<file path="src/rtl/ifu_fetch.sv">
// ifu_fetch: single-outstanding instruction fetch unit feeding decode.
// Optional IFU_MISALIGN_CHECK_EN: misaligned PCs fault instead of fetching.
module ifu_fetch #(
   parameter int ADDR_WIDTH = 64,
   parameter int INST_WIDTH = 32,
   parameter logic [ADDR_WIDTH-1:0] RESET_PC = ADDR_WIDTH'(64'h8000_0000)
) (
   input  logic                  clk,
   input  logic                  rst,
   output logic                  req_valid,
   input  logic                  req_ready,
   output logic [ADDR_WIDTH-1:0] req_addr,
   input  logic                  resp_valid,
   input  logic [INST_WIDTH-1:0] resp_data,
   output logic                  out_valid,
   input  logic                  out_ready,
   output logic [INST_WIDTH-1:0] out_inst,
   output logic [ADDR_WIDTH-1:0] out_pc,
   output logic                  out_fault,
   input  logic                  redirect_valid,
   input  logic [ADDR_WIDTH-1:0] redirect_pc
);

   typedef enum logic [1:0] {
      S_IDLE,
      S_REQ,
      S_WAIT,
      S_HOLD
   } stateT;

   stateT                 state;
   logic [ADDR_WIDTH-1:0] pc;
   logic                  drop;
   logic [INST_WIDTH-1:0] instBuf;
   logic                  misalign;

`ifdef IFU_MISALIGN_CHECK_EN
   logic                  faultBuf;

   assign misalign  = (pc[1:0] != 2'b00);
   assign out_fault = faultBuf & (state == S_HOLD);
`else
   assign misalign  = 1'b0;
   assign out_fault = 1'b0;
`endif

   assign req_valid = (state == S_REQ) & ~misalign;
   assign req_addr  = pc;
   assign out_valid = (state == S_HOLD) & ~redirect_valid;
   assign out_inst  = instBuf;
   assign out_pc    = pc;

   // Fetch sequencer: PC, in-flight drop flag and instruction buffer.
   always_ff @(posedge clk or posedge rst) begin
      if (rst) begin
         state   <= S_IDLE;
         pc      <= RESET_PC;
         drop    <= 1'b0;
         instBuf <= '0;
`ifdef IFU_MISALIGN_CHECK_EN
         faultBuf <= 1'b0;
`endif
      end else begin
         unique case (state)
            S_IDLE: begin
               state <= S_REQ;
               if (redirect_valid) pc <= redirect_pc;
            end
            S_REQ: begin
               if (misalign) begin
                  // No memory access for a misaligned PC; report it instead.
                  if (redirect_valid) begin
                     pc <= redirect_pc;
                  end else begin
                     instBuf <= '0;
                     state   <= S_HOLD;
`ifdef IFU_MISALIGN_CHECK_EN
                     faultBuf <= 1'b1;
`endif
                  end
               end else begin
                  if (redirect_valid) pc <= redirect_pc;
                  // Accepted with the old PC; its reply must be thrown away.
                  if (req_ready) begin
                     state <= S_WAIT;
                     drop  <= redirect_valid;
                  end
               end
            end
            S_WAIT: begin
               if (resp_valid) begin
                  if (drop | redirect_valid) begin
                     drop  <= 1'b0;
                     state <= S_REQ;
                  end else begin
                     instBuf <= resp_data;
                     state   <= S_HOLD;
                  end
               end else if (redirect_valid) begin
                  drop <= 1'b1;
               end
               if (redirect_valid) pc <= redirect_pc;
            end
            S_HOLD: begin
               if (redirect_valid) begin
                  pc    <= redirect_pc;
                  state <= S_REQ;
               end else if (out_ready) begin
                  pc    <= pc + ADDR_WIDTH'(4);
                  state <= S_REQ;
               end
`ifdef IFU_MISALIGN_CHECK_EN
               if (redirect_valid | out_ready) faultBuf <= 1'b0;
`endif
            end
            default: state <= S_IDLE;
         endcase
      end
   end

endmodule

</file>
<file path="config.mk">
export PLATFORM = sky130hd
export DESIGN_NAME = ifu_fetch
export DESIGN_NICKNAME = d
export VERILOG_FILES = /design/src/rtl/ifu_fetch.sv
export SDC_FILE = /design/constraint.sdc
export NUM_CORES = 1
export LEC_CHECK = 0
export ABC_CLOCK_PERIOD_IN_PS = 3600
export BUFFER_PORTS_ARGS = -buffer_cell sky130_fd_sc_hd__buf_2
export CORE_MARGIN = 4
export CORE_UTILIZATION = 49
export CTS_CLUSTER_DIAMETER = 30
export DETAILED_ROUTE_END_ITERATION = 10
export PLACE_DENSITY = 0.82
export SLEW_MARGIN = 10
export SYNTH_ARGS = -nofsm -noshare
export SYNTH_HDL_FRONTEND = slang
export SYNTH_SLANG_ARGS = --single-unit
</file>
<file path="constraint.sdc">
create_clock -name clk -period 3.6 [get_ports clk]
set_input_delay 0.72 -clock clk [delete_from_list [all_inputs] [get_ports clk]]
set_output_delay 0.72 -clock clk [all_outputs]
set_load 0.02 [all_outputs]
</file>
==> metrics.cfg, run 1 <==
[timing]
finalCritPeriodShare_pct = 79.7
setup_slack_ns = 0.730
finalCriticalPeriod_ns = 2.87
clock-skew-final_ns = 0.00629
maxSlewHeadroom_pct = 34.0
max_slew.worst_pin.slew_ns = 0.986
finalSetupViolations = 0
rsz0062_at_grt = false
max_freq_mhz = 348
hold_viol_final = 0
drv_slew = 0
finalSetupTns_ns = 0

[setup_path]
crit_start = out_pc[2]$_DFFE_PP0P_
critPathLaunchType = flip-flop
r2r_slack_ns = 0.73
worstReg2RegStart = out_pc[2]$_DFFE_PP0P_
crit_arrival_ns = 3.13
r2r-end = out_pc[58]$_DFFE_PP0P_
required_ns = 3.86
criticalPathCategory = reg -> reg
r2r_cells = 6
path_max_fanout = 7
crit_path_end_kind = flip-flop

[global_route]
track_usage_pct = 26.8
antenna_found_initial = 1
first_global_vias = 5910
grt_remaining_overflow = 0
grt_pass1_wl_mm = 31.2
grt_max_degree = 50

[run]
drv_cap = 0

[final_layout]
syn2layout_area_growth_pct = 21.4
layout_commonest_cell = buf_2
drive_above_1_share_pct = 38.1
multi_input_area_um2 = 3100
seq_area_um2 = 2480
mostFrequentLayoutCells = buf_2, dfrtp_1, nand2_1
diodes = 0
fillers = 1083
finalNetCount = 1000

[power]
p_sw_uw = 2730
pwr-share-clk_pct = 18.3
powerDensity_nw_per_um2 = 767
vdd_drop_max_uv = 456
power.internal_uw = 3080
pwr-share-comb_pct = 45.9
p_seq_share_pct = 35.8
swShare_pct = 47.0
p_leak_uw = 0.00354

[routing]
num_vias = 6300
ant_nets = 0
route.detailed.drc = 0
dr.first_iter.drc_count = 417
wl_mm = 20.0
viasPerCell = 5.92
wire_per_inst_um = 18.8
drt_pre_antenna_iters = 7

[placement]
place.gp.congestion = 0.875
dp_hpwl_mm = 14.9
portBuffers = 263
pre_cts_ws_ns = 0.840

[logic_synthesis]
postSynthCellCount = 709
ys.flop_type = dfrtp_1
ys_ff_latch = 99
synthArstFlopShare_pct = 100
synthesis.nets = 817
synth_top_area_share_pct = 39.3
syn_avg_cell_area_um2 = 8.81
synth_top_area_cell = dfrtp_1
synthesis.area_um2 = 6250
yosysWarnings = 0
ys_top_cells_by_area = dfrtp_1, buf_4, mux2_2
synth_cell_types = 61
synth-seq-area-share_pct = 39.7
synth_enable_flop_cells = 0

[die]
num_io_pins = 265
die_height_um = 121
core_area_um2 = 12300
fp-row-count = 40
die_x_um = 121
die_area_um2 = 14600
start_util_pct = 50.9

[clocking]
cts-resized-gates = 0
cts.clk_slew.worst_paths_ns = 0.07
htreeDepth = 3
root_buffer = clkbuf_16
cts_setup_buffers = 0
ctsHoldBuffers = 0
clock-sinks = 99
clk_latency_ns = 0.35
cts_tree = built
cts_buffers = 9
cts_max_path_buffers = 2

[worst_hold_path]
hold_class = in -> async

[outcome]
status = complete, no violations

[Yosys cell counts, types with 4 or more instances]
cell type,number
mux2_2,33
nand3_1,54
and2_1,5
a31oi_1,10
a22oi_1,5
a21oi_1,42
o31a_1,4
ha_1,6
o21ai_0,27
a311oi_1,5
o22ai_1,9
inv_1,9
nor4_1,13
and3_1,20
clkbuf_1,31
mux2i_1,6
nand4_1,27
dfrtp_1,98
o211ai_1,8
a211oi_1,4
buf_4,65
nand2_1,66
and4_1,8
o22a_1,7
nor3_1,17
nor2_1,40
or3_1,8
nand2b_1,6
buf_1,8
or4_1,18
[metrics by stage]
stage               total power, µW  instances  area [µm²]  utilization (%)  hold WS (ns)
finish                         5820       1064        7580             61.8         0.447
global route                   6160       1064        7580             61.8         0.510
CTS                            5850       1064        7580             61.8         0.477
detailed placement             4770       1049        7260             59.2         0.470
global placement               4720       1049        7260             59.2         0.462
floorplan                      4000        709        6250                -         0.515
[how the worst max path moves through the flow]
stage,end,slack [ns],depth (start not counted)
after floorplan,drop$_DFFE_PP0P_,0.29,1
after global placement,out_pc[54]$_DFFE_PP0P_,0.91,6
after detailed placement,out_pc[58]$_DFFE_PP0P_,0.84,6
after CTS,out_pc[58]$_DFFE_PP0P_,0.81,6
after global routing,out_pc[58]$_DFFE_PP0P_,0.63,6
final,out_pc[58]$_DFFE_PP0P_,0.73,6
[cells by family after synthesis]
| kind of cell | share of synthesized area, % |
|---|---|
| compound gates | 15.6 |
| mux | 6.91 |
| buf+inv | 10.9 |
| flops | 39.7 |
| simple gates | 25.7 |
| other cells | 0.0600 |
| fa+ha+maj | 1.20 |
[area by class of cell]
cell class | count | area share [%]
multi-input cells | 494 | 40.9
flip-flops and latches | 99 | 32.7
repair buffers | 278 | 18.8
clock buffers | 9 | 2.97
well taps | 168 | 2.77
clock inverters | 6 | 1.29
inverters | 10 | 0.528
[flip-flops by register name (all words and copies together) (netlist names)]
register	flops
out_inst	32
state	2
out_pc	64
drop	1
[layer usage]
metal  up-vias  track usage (%)  share of wire, %  routed length, µm
met1      2994             35.5                40               8020
met5         -                0             0.065                 13
met2       333             43.8                49               9830
met4         2             6.94               1.3                269
met3        29             7.04               9.4               1890
li1       2942                -                 -                  -
[power groups by stage]
| stage | sequential [µW] | clock [µW] | combinational [µW] |
|---|---|---|---|
| 3_3_place_gp | 2050 | 0 | 2660 |
| 3_5_place_dp | 2090 | 0 | 2680 |
| 5_1_grt | 2160 | 1120 | 2880 |
| 2_1_floorplan | 2470 | 0 | 1530 |
| 6_report | 2080 | 1060 | 2670 |
| 4_1_cts | 2070 | 1080 | 2690 |
[critical path, stage by stage (launching register included)]
cell and delay [ns]:
dfrtp_1 0.47, ha_1 0.26, nand3_1 0.23, or4_1 0.68
nor4_1 0.69, a211oi_1 0.17, a311oi_1 0.27
Power figures use the tool's default switching activity.
==> run 2, diff against run 1 <==
--- a/config.mk
+++ b/config.mk
@@ -5,7 +5,7 @@
 export SDC_FILE = /design/constraint.sdc
 export NUM_CORES = 1
 export LEC_CHECK = 0
-export ABC_CLOCK_PERIOD_IN_PS = 3600
+export ABC_CLOCK_PERIOD_IN_PS = 2870
 export BUFFER_PORTS_ARGS = -buffer_cell sky130_fd_sc_hd__buf_2
 export CORE_MARGIN = 4
 export CORE_UTILIZATION = 49
==> constraint.sdc (replaced) <==
create_clock -name clk -period 2.87 [get_ports clk]
set_input_delay 0.574 -clock clk [delete_from_list [all_inputs] [get_ports clk]]
set_output_delay 0.574 -clock clk [all_outputs]
set_load 0.02 [all_outputs]
==> run 2 against run 1 <==
  * Flip-flop and latch count did not move
  * Register-to-register slack worse by 0.52 ns
  * Combinational power is 30% higher
  * Non-clock buffer count increased by 13
  * First-iteration DRC count shrank 14%
  * Critical path depth grew 1
  * Die area unchanged
  * Cell area grew 1.3%
  * Core utilization rose by 0.78 points
  * Critical endpoint is now out_pc[52]$_DFFE_PP0P_
  * Highest routed layer is now met4
==> metrics.cfg, run 2 (same netlist as run 1, synthesis figures left out) <==
[clocking]
cts.clk_slew.worst_paths_ns = 0.08  ; was 0.07 ns
htreeDepth = 3  ; unchanged
ctsHoldBuffers = 0  ; unchanged
cts_tree = built  ; unchanged
cts_setup_buffers = 0  ; unchanged
clock-sinks = 99  ; unchanged
root_buffer = clkbuf_16  ; unchanged
clk_latency_ns = 0.36  ; was 0.35 ns
cts-resized-gates = 0  ; unchanged
cts_max_path_buffers = 2  ; unchanged
cts_buffers = 9  ; unchanged

[final_layout]
finish.instance_area_um2 = 7680  ; was 7580 µm²
utilization_pct = 62.6  ; was 61.8%
fillers = 1085  ; was 1083
drive_above_1_share_pct = 39.0  ; was 38.1%
finalNetCount = 1013  ; was 1000
multi_input_area_um2 = 3100  ; unchanged
diodes = 0  ; unchanged
largest_reg_flops = 64  ; unchanged
syn2layout_area_growth_pct = 22.9  ; was 21.4%
seq_area_um2 = 2480  ; unchanged
mostFrequentLayoutCells = buf_2, dfrtp_1, nand2_1  ; unchanged
layout_commonest_cell = buf_2  ; unchanged
fin_cells = 1078  ; was 1064

[timing]
maxSlewHeadroom_pct = 43.1  ; was 34.0%
finalSetupViolations = 0  ; unchanged
hold_viol_final = 0  ; unchanged
finalSetupTns_ns = 0  ; unchanged
drv_slew = 0  ; unchanged
max_freq_mhz = 376  ; was 348 MHz
finalCritPeriodShare_pct = 92.8  ; was 79.7%
clock-skew-final_ns = 0.00972  ; was 0.00629 ns
rsz0062_at_grt = false  ; unchanged
max_slew.worst_pin.slew_ns = 0.851  ; was 0.986 ns
finalCriticalPeriod_ns = 2.66  ; was 2.87 ns

[routing]
ant_nets = 0  ; unchanged
wl_mm = 19.8  ; was 20.0 mm
dr.first_iter.drc_count = 360  ; was 417
wire_per_inst_um = 18.4  ; was 18.8 µm
viasPerCell = 5.84  ; was 5.92
num_vias = 6292  ; was 6300
route.detailed.drc = 0  ; unchanged
drt_pre_antenna_iters = 7  ; unchanged

[placement]
dp_hpwl_mm = 14.7  ; was 14.9 mm
place.gp.congestion = 0.876  ; was 0.875
dp.cells = 1062  ; was 1049
placed_area_um2 = 7380  ; was 7260 µm²
portBuffers = 263  ; unchanged

[global_route]
grt_remaining_overflow = 0  ; unchanged
grt_pass1_wl_mm = 30.8  ; was 31.2 mm
grt_max_degree = 49  ; was 50
antenna_found_initial = 0  ; was 1
first_global_vias = 5873  ; was 5910
track_usage_pct = 26.5  ; was 26.8%

[die]
start_util_pct = 50.9  ; unchanged
die_area_um2 = 14600  ; unchanged
die_height_um = 121  ; unchanged
num_io_pins = 265  ; unchanged
core_area_um2 = 12300  ; unchanged
die_x_um = 121  ; unchanged
fp-row-count = 40  ; unchanged

[setup_path]
crit_arrival_ns = 2.96  ; was 3.13 ns
worstReg2RegStart = out_pc[3]$_DFFE_PP0P_  ; was out_pc[2]$_DFFE_PP0P_
crit_path_end_kind = flip-flop  ; unchanged
required_ns = 3.17  ; was 3.86 ns
crit_family = simple AND/OR/NAND/NOR gates  ; unchanged
crit_chain = ha_1, nand4_1, or4_1, or4_1, buf_4, or4_1, nand3_1  ; was ha_1, nand3_1, or4_1, nor4_1, a211oi_1, a311oi_1
cpMaxStageDelayCell = or4_1  ; was nor4_1
criticalPathCategory = reg -> reg  ; unchanged
worst-path-buf-inv = 1  ; was 0
r2r-end = out_pc[52]$_DFFE_PP0P_  ; was out_pc[58]$_DFFE_PP0P_
r2r_slack_ns = 0.21  ; was 0.73 ns
path_max_fanout = 16  ; was 7
cpMostUsedCell = or4_1
slowest_delay_ns = 0.53  ; was 0.69 ns
critPathLaunchType = flip-flop  ; unchanged
r2r_cells = 7  ; was 6

[worst_hold_path]
hold_class = in -> async  ; unchanged

[run]
drv_cap = 0  ; unchanged

[power]
vdd_drop_max_uv = 603  ; was 456 µV
powerDensity_nw_per_um2 = 940  ; was 767 nW/µm²
p_leak_uw = 0.00359  ; was 0.00354 µW

[outcome]
status = complete, no violations  ; unchanged

==> run 2: cell type report <==
class | count | area share [%]
Multi-Input combinational cell | 494 | 40.4
Sequential cell | 99 | 32.3
Timing Repair Buffer | 291 | 20.2
Clock buffer | 10 | 3.11
Tap cell | 168 | 2.74
Clock inverter | 6 | 0.717
Inverter | 10 | 0.538
==> run 2: metrics by stage <==
stage	setup slack [ns]	power (µW)	hold slack (ns)
2_1_floorplan	0.313	5020	0.515
3_3_place_gp	0.328	5960	0.465
3_5_place_dp	0.232	6030	0.480
4_1_cts	0.222	7250	0.282
5_1_grt	0.0489	7650	0.311
6_report	0.208	7210	0.274
==> run 2: power breakdown <==
part / switching [µW] / internal, µW
combinational: 2230 / 1230
clock: 581 / 629
sequential: 630 / 1910
==> run 2: worst max path at each step <==
stage                            from  slack [ns]                endpoint  cells past startpoint
6_report        out_pc[3]$_DFFE_PP0P_        0.21  out_pc[52]$_DFFE_PP0P_                      7
5_1_grt         out_pc[3]$_DFFE_PP0P_        0.05  out_pc[52]$_DFFE_PP0P_                      7
4_1_cts         out_pc[3]$_DFFE_PP0P_        0.22  out_pc[52]$_DFFE_PP0P_                      7
3_5_place_dp    out_pc[3]$_DFFE_PP0P_        0.23  out_pc[54]$_DFFE_PP0P_                      7
3_3_place_gp   out_pc[31]$_DFFE_PP1P_        0.33  out_pc[54]$_DFFE_PP0P_                      6
2_1_floorplan   out_pc[2]$_DFFE_PP0P_        0.31  out_pc[52]$_DFFE_PP0P_                      8
==> run 2: per-layer routing <==
layer  vias to the layer above  wire length, µm  track usage, %
met3                        21             1700            6.76
met5                         -                0               0
met1                      2975             8080            34.3
met2                       309             9770            44.7
met4                         0              232            6.23
li1                       2987                -               -
==> run 3, diff against run 2 <==
--- a/config.mk
+++ b/config.mk
@@ -7,11 +7,15 @@
 export LEC_CHECK = 0
 export ABC_CLOCK_PERIOD_IN_PS = 2870
 export BUFFER_PORTS_ARGS = -buffer_cell sky130_fd_sc_hd__buf_2
+export CELL_PAD_IN_SITES_DETAIL_PLACEMENT = 1
+export CELL_PAD_IN_SITES_GLOBAL_PLACEMENT = 1
+export CORE_ASPECT_RATIO = 0.9
 export CORE_MARGIN = 4
-export CORE_UTILIZATION = 49
+export CORE_UTILIZATION = 36
+export CTS_BUF_LIST = sky130_fd_sc_hd__clkbuf_2 sky130_fd_sc_hd__clkbuf_4 sky130_fd_sc_hd__clkbuf_8
 export CTS_CLUSTER_DIAMETER = 30
 export DETAILED_ROUTE_END_ITERATION = 10
-export PLACE_DENSITY = 0.82
+export PLACE_DENSITY_LB_ADDON = 0.1
 export SLEW_MARGIN = 10
 export SYNTH_ARGS = -nofsm -noshare
 export SYNTH_HDL_FRONTEND = slang
==> run 3 against run 2 <==
  * Die area rose by 34%
  * Via count rose by 0.43%
  * Routed wire length increased by 15%
  * Clock-buffer cell count decreased by 1
  * Worst setup slack got worse by 0.016 ns
  * Register-to-register slack worse by 0.02 ns
  * Sequential power barely moved
  * Final cell count grew 6.7%
  * Non-clock buffer count rose by 5
  * Total power down 1.3%
  * Clock power fell by 13%
  * Flip-flop and latch count is the same
==> metrics.cfg, run 3 (same netlist as run 1, synthesis figures left out) <==
[timing]
setup_slack_ns = 0.192  ; was 0.208 ns
finalCriticalPeriod_ns = 2.68  ; was 2.66 ns
drv_slew = 0  ; unchanged
finalSetupTns_ns = 0  ; unchanged
finalCritPeriodShare_pct = 93.3  ; was 92.8%
hold_viol_final = 0  ; unchanged
finalSetupViolations = 0  ; unchanged
max_slew.worst_pin.slew_ns = 0.918  ; was 0.851 ns
holdWs_ns = 0.322  ; was 0.274 ns
maxSlewHeadroom_pct = 38.6  ; was 43.1%
rsz0062_at_grt = false  ; unchanged
clock-skew-final_ns = 0.0114  ; was 0.00972 ns
max_freq_mhz = 373  ; was 376 MHz

[clocking]
cts-resized-gates = 0  ; unchanged
ctsHoldBuffers = 0  ; unchanged
cts.clk_slew.worst_paths_ns = 0.10  ; was 0.08 ns
cts_tree = built  ; unchanged
cts_max_path_buffers = 2  ; unchanged
root_buffer = clkbuf_8  ; was clkbuf_16
cts_buffers = 9  ; unchanged
htreeDepth = 3  ; unchanged
clock-sinks = 99  ; unchanged
cts_setup_buffers = 0  ; unchanged
clk_latency_ns = 0.39  ; was 0.36 ns

[setup_path]
critPathLaunchType = flip-flop  ; unchanged
cpMaxStageDelayCell = dfstp_2  ; was or4_1
crit_chain = nand4_1, or4_1, or4_1, buf_4, or4_1, nand3_1  ; was ha_1, nand4_1, or4_1, or4_1, buf_4, or4_1, nand3_1
path_max_fanout = 16  ; unchanged
crit_path_end_kind = flip-flop  ; unchanged
cpMostUsedCell = or4_1  ; unchanged
crit_family = simple AND/OR/NAND/NOR gates  ; unchanged
slowest_delay_ns = 0.61  ; was 0.53 ns
worst-path-buf-inv = 1  ; unchanged
cp_num_cells = 6  ; was 7
r2r_cells = 6  ; was 7
crit_arrival_ns = 3.00  ; was 2.96 ns
criticalPathCategory = reg -> reg  ; unchanged
required_ns = 3.20  ; was 3.17 ns

[power]
vdd_drop_max_uv = 370  ; was 603 µV
powerDensity_nw_per_um2 = 920  ; was 940 nW/µm²
p_leak_uw = 0.00359  ; about the same

[placement]
dp_hpwl_mm = 17.1  ; was 14.7 mm
portBuffers = 263  ; unchanged
pre_cts_ws_ns = 0.222  ; was 0.232 ns
place.gp.congestion = 0.836  ; was 0.876

[final_layout]
syn2layout_area_growth_pct = 23.9  ; was 22.9%
mostFrequentLayoutCells = buf_2, dfrtp_1, nand2_1  ; unchanged
finalNetCount = 1018  ; was 1013
largest_reg_flops = 64  ; unchanged
diodes = 0  ; unchanged
utilization_pct = 45.7  ; was 62.6%
layout_commonest_cell = buf_2  ; unchanged
fillers = 2093  ; was 1085
drive_above_1_share_pct = 39.3  ; was 39.0%

[global_route]
track_usage_pct = 22.9  ; was 26.5%
first_global_vias = 6559  ; was 5873
grt_remaining_overflow = 0  ; unchanged
grt_pass1_wl_mm = 36.3  ; was 30.8 mm
antenna_found_initial = 2  ; was 0
grt_max_degree = 43  ; was 49

[routing]
viasPerCell = 5.49  ; was 5.84
wire_per_inst_um = 19.7  ; was 18.4 µm
route.detailed.drc = 0  ; unchanged
ant_nets = 0  ; unchanged
wl_mm = 22.7  ; was 19.8 mm
drt_pre_antenna_iters = 5  ; was 7
num_vias = 6319  ; was 6292
dr.first_iter.drc_count = 433  ; was 360

[run]
drv_cap = 0  ; unchanged

[die]
die_x_um = 147  ; was 121 µm
num_io_pins = 265  ; unchanged
die_area_um2 = 19500  ; was 14600 µm²
fp-row-count = 45  ; was 40
die_height_um = 133  ; was 121 µm
start_util_pct = 36.9  ; was 50.9%
core_area_um2 = 16900  ; was 12300 µm²

[outcome]
status = complete, no violations  ; unchanged

[worst_hold_path]
hold_class = in -> async  ; unchanged

[run 3: path summary, 6_finish.rpt]
kind / end / from / slack, ns
worst max-delay path: out_pc[54]$_DFFE_PP0P_ / out_pc[31]$_DFFE_PP1P_ / 0.19
worst min-delay path: out_pc[18]$_DFFE_PP0P_ / rst / 0.32
worst max register to register: out_pc[54]$_DFFE_PP0P_ / out_pc[31]$_DFFE_PP1P_ / 0.19
worst min register to register: out_pc[0]$_DFFE_PP0P_ / out_pc[0]$_DFFE_PP0P_ / 0.49
max in group asynchronous: out_pc[50]$_DFFE_PP0P_ / rst / 1.87
min in group clk: out_pc[1]$_DFFE_PP0P_ / redirect_pc[1] / 0.39
[run 3: area by class of cell]
type | instances | area, µm² | area share, %
Sequential cell | 99 | 2480 | 32.0
Multi-Input combinational cell | 494 | 3100 | 40.1
Inverter | 10 | 41.3 | 0.533
Tap cell | 235 | 294 | 3.80
Clock inverter | 7 | 98.8 | 1.28
Clock buffer | 9 | 124 | 1.60
Timing Repair Buffer | 296 | 1600 | 20.7
[run 3: where the power goes]
part / switching, µW / leakage (µW) / internal (µW)
combinational: 2280 / 0.00229 / 1260
clock: 551 / 0.000110 / 498
sequential: 626 / 0.00119 / 1910
[run 3: metal layers]
| metal | track usage (%) | vias to the layer above | part of all wire [%] | routed length [µm] |
|---|---|---|---|---|
| met5 | 0 | - | 0.12 | 27 |
| met4 | 6.11 | 4 | 1.7 | 388 |
| met3 | 4.55 | 28 | 5.6 | 1270 |
| met2 | 38.2 | 176 | 49 | 11100 |
| met1 | 30.3 | 3136 | 44 | 9920 |
| li1 | - | 2975 | - | - |
[run 3: stage by stage]
| stage | std cells | power [µW] | area (µm²) |
|---|---|---|---|
| 2_1_floorplan | 709 | 5020 | 6250 |
| 3_3_place_gp | 1134 | 6020 | 7520 |
| 3_5_place_dp | 1134 | 6140 | 7520 |
| 4_1_cts | 1150 | 7210 | 7740 |
| 5_1_grt | 1150 | 7620 | 7740 |
| 6_report | 1150 | 7120 | 7740 |
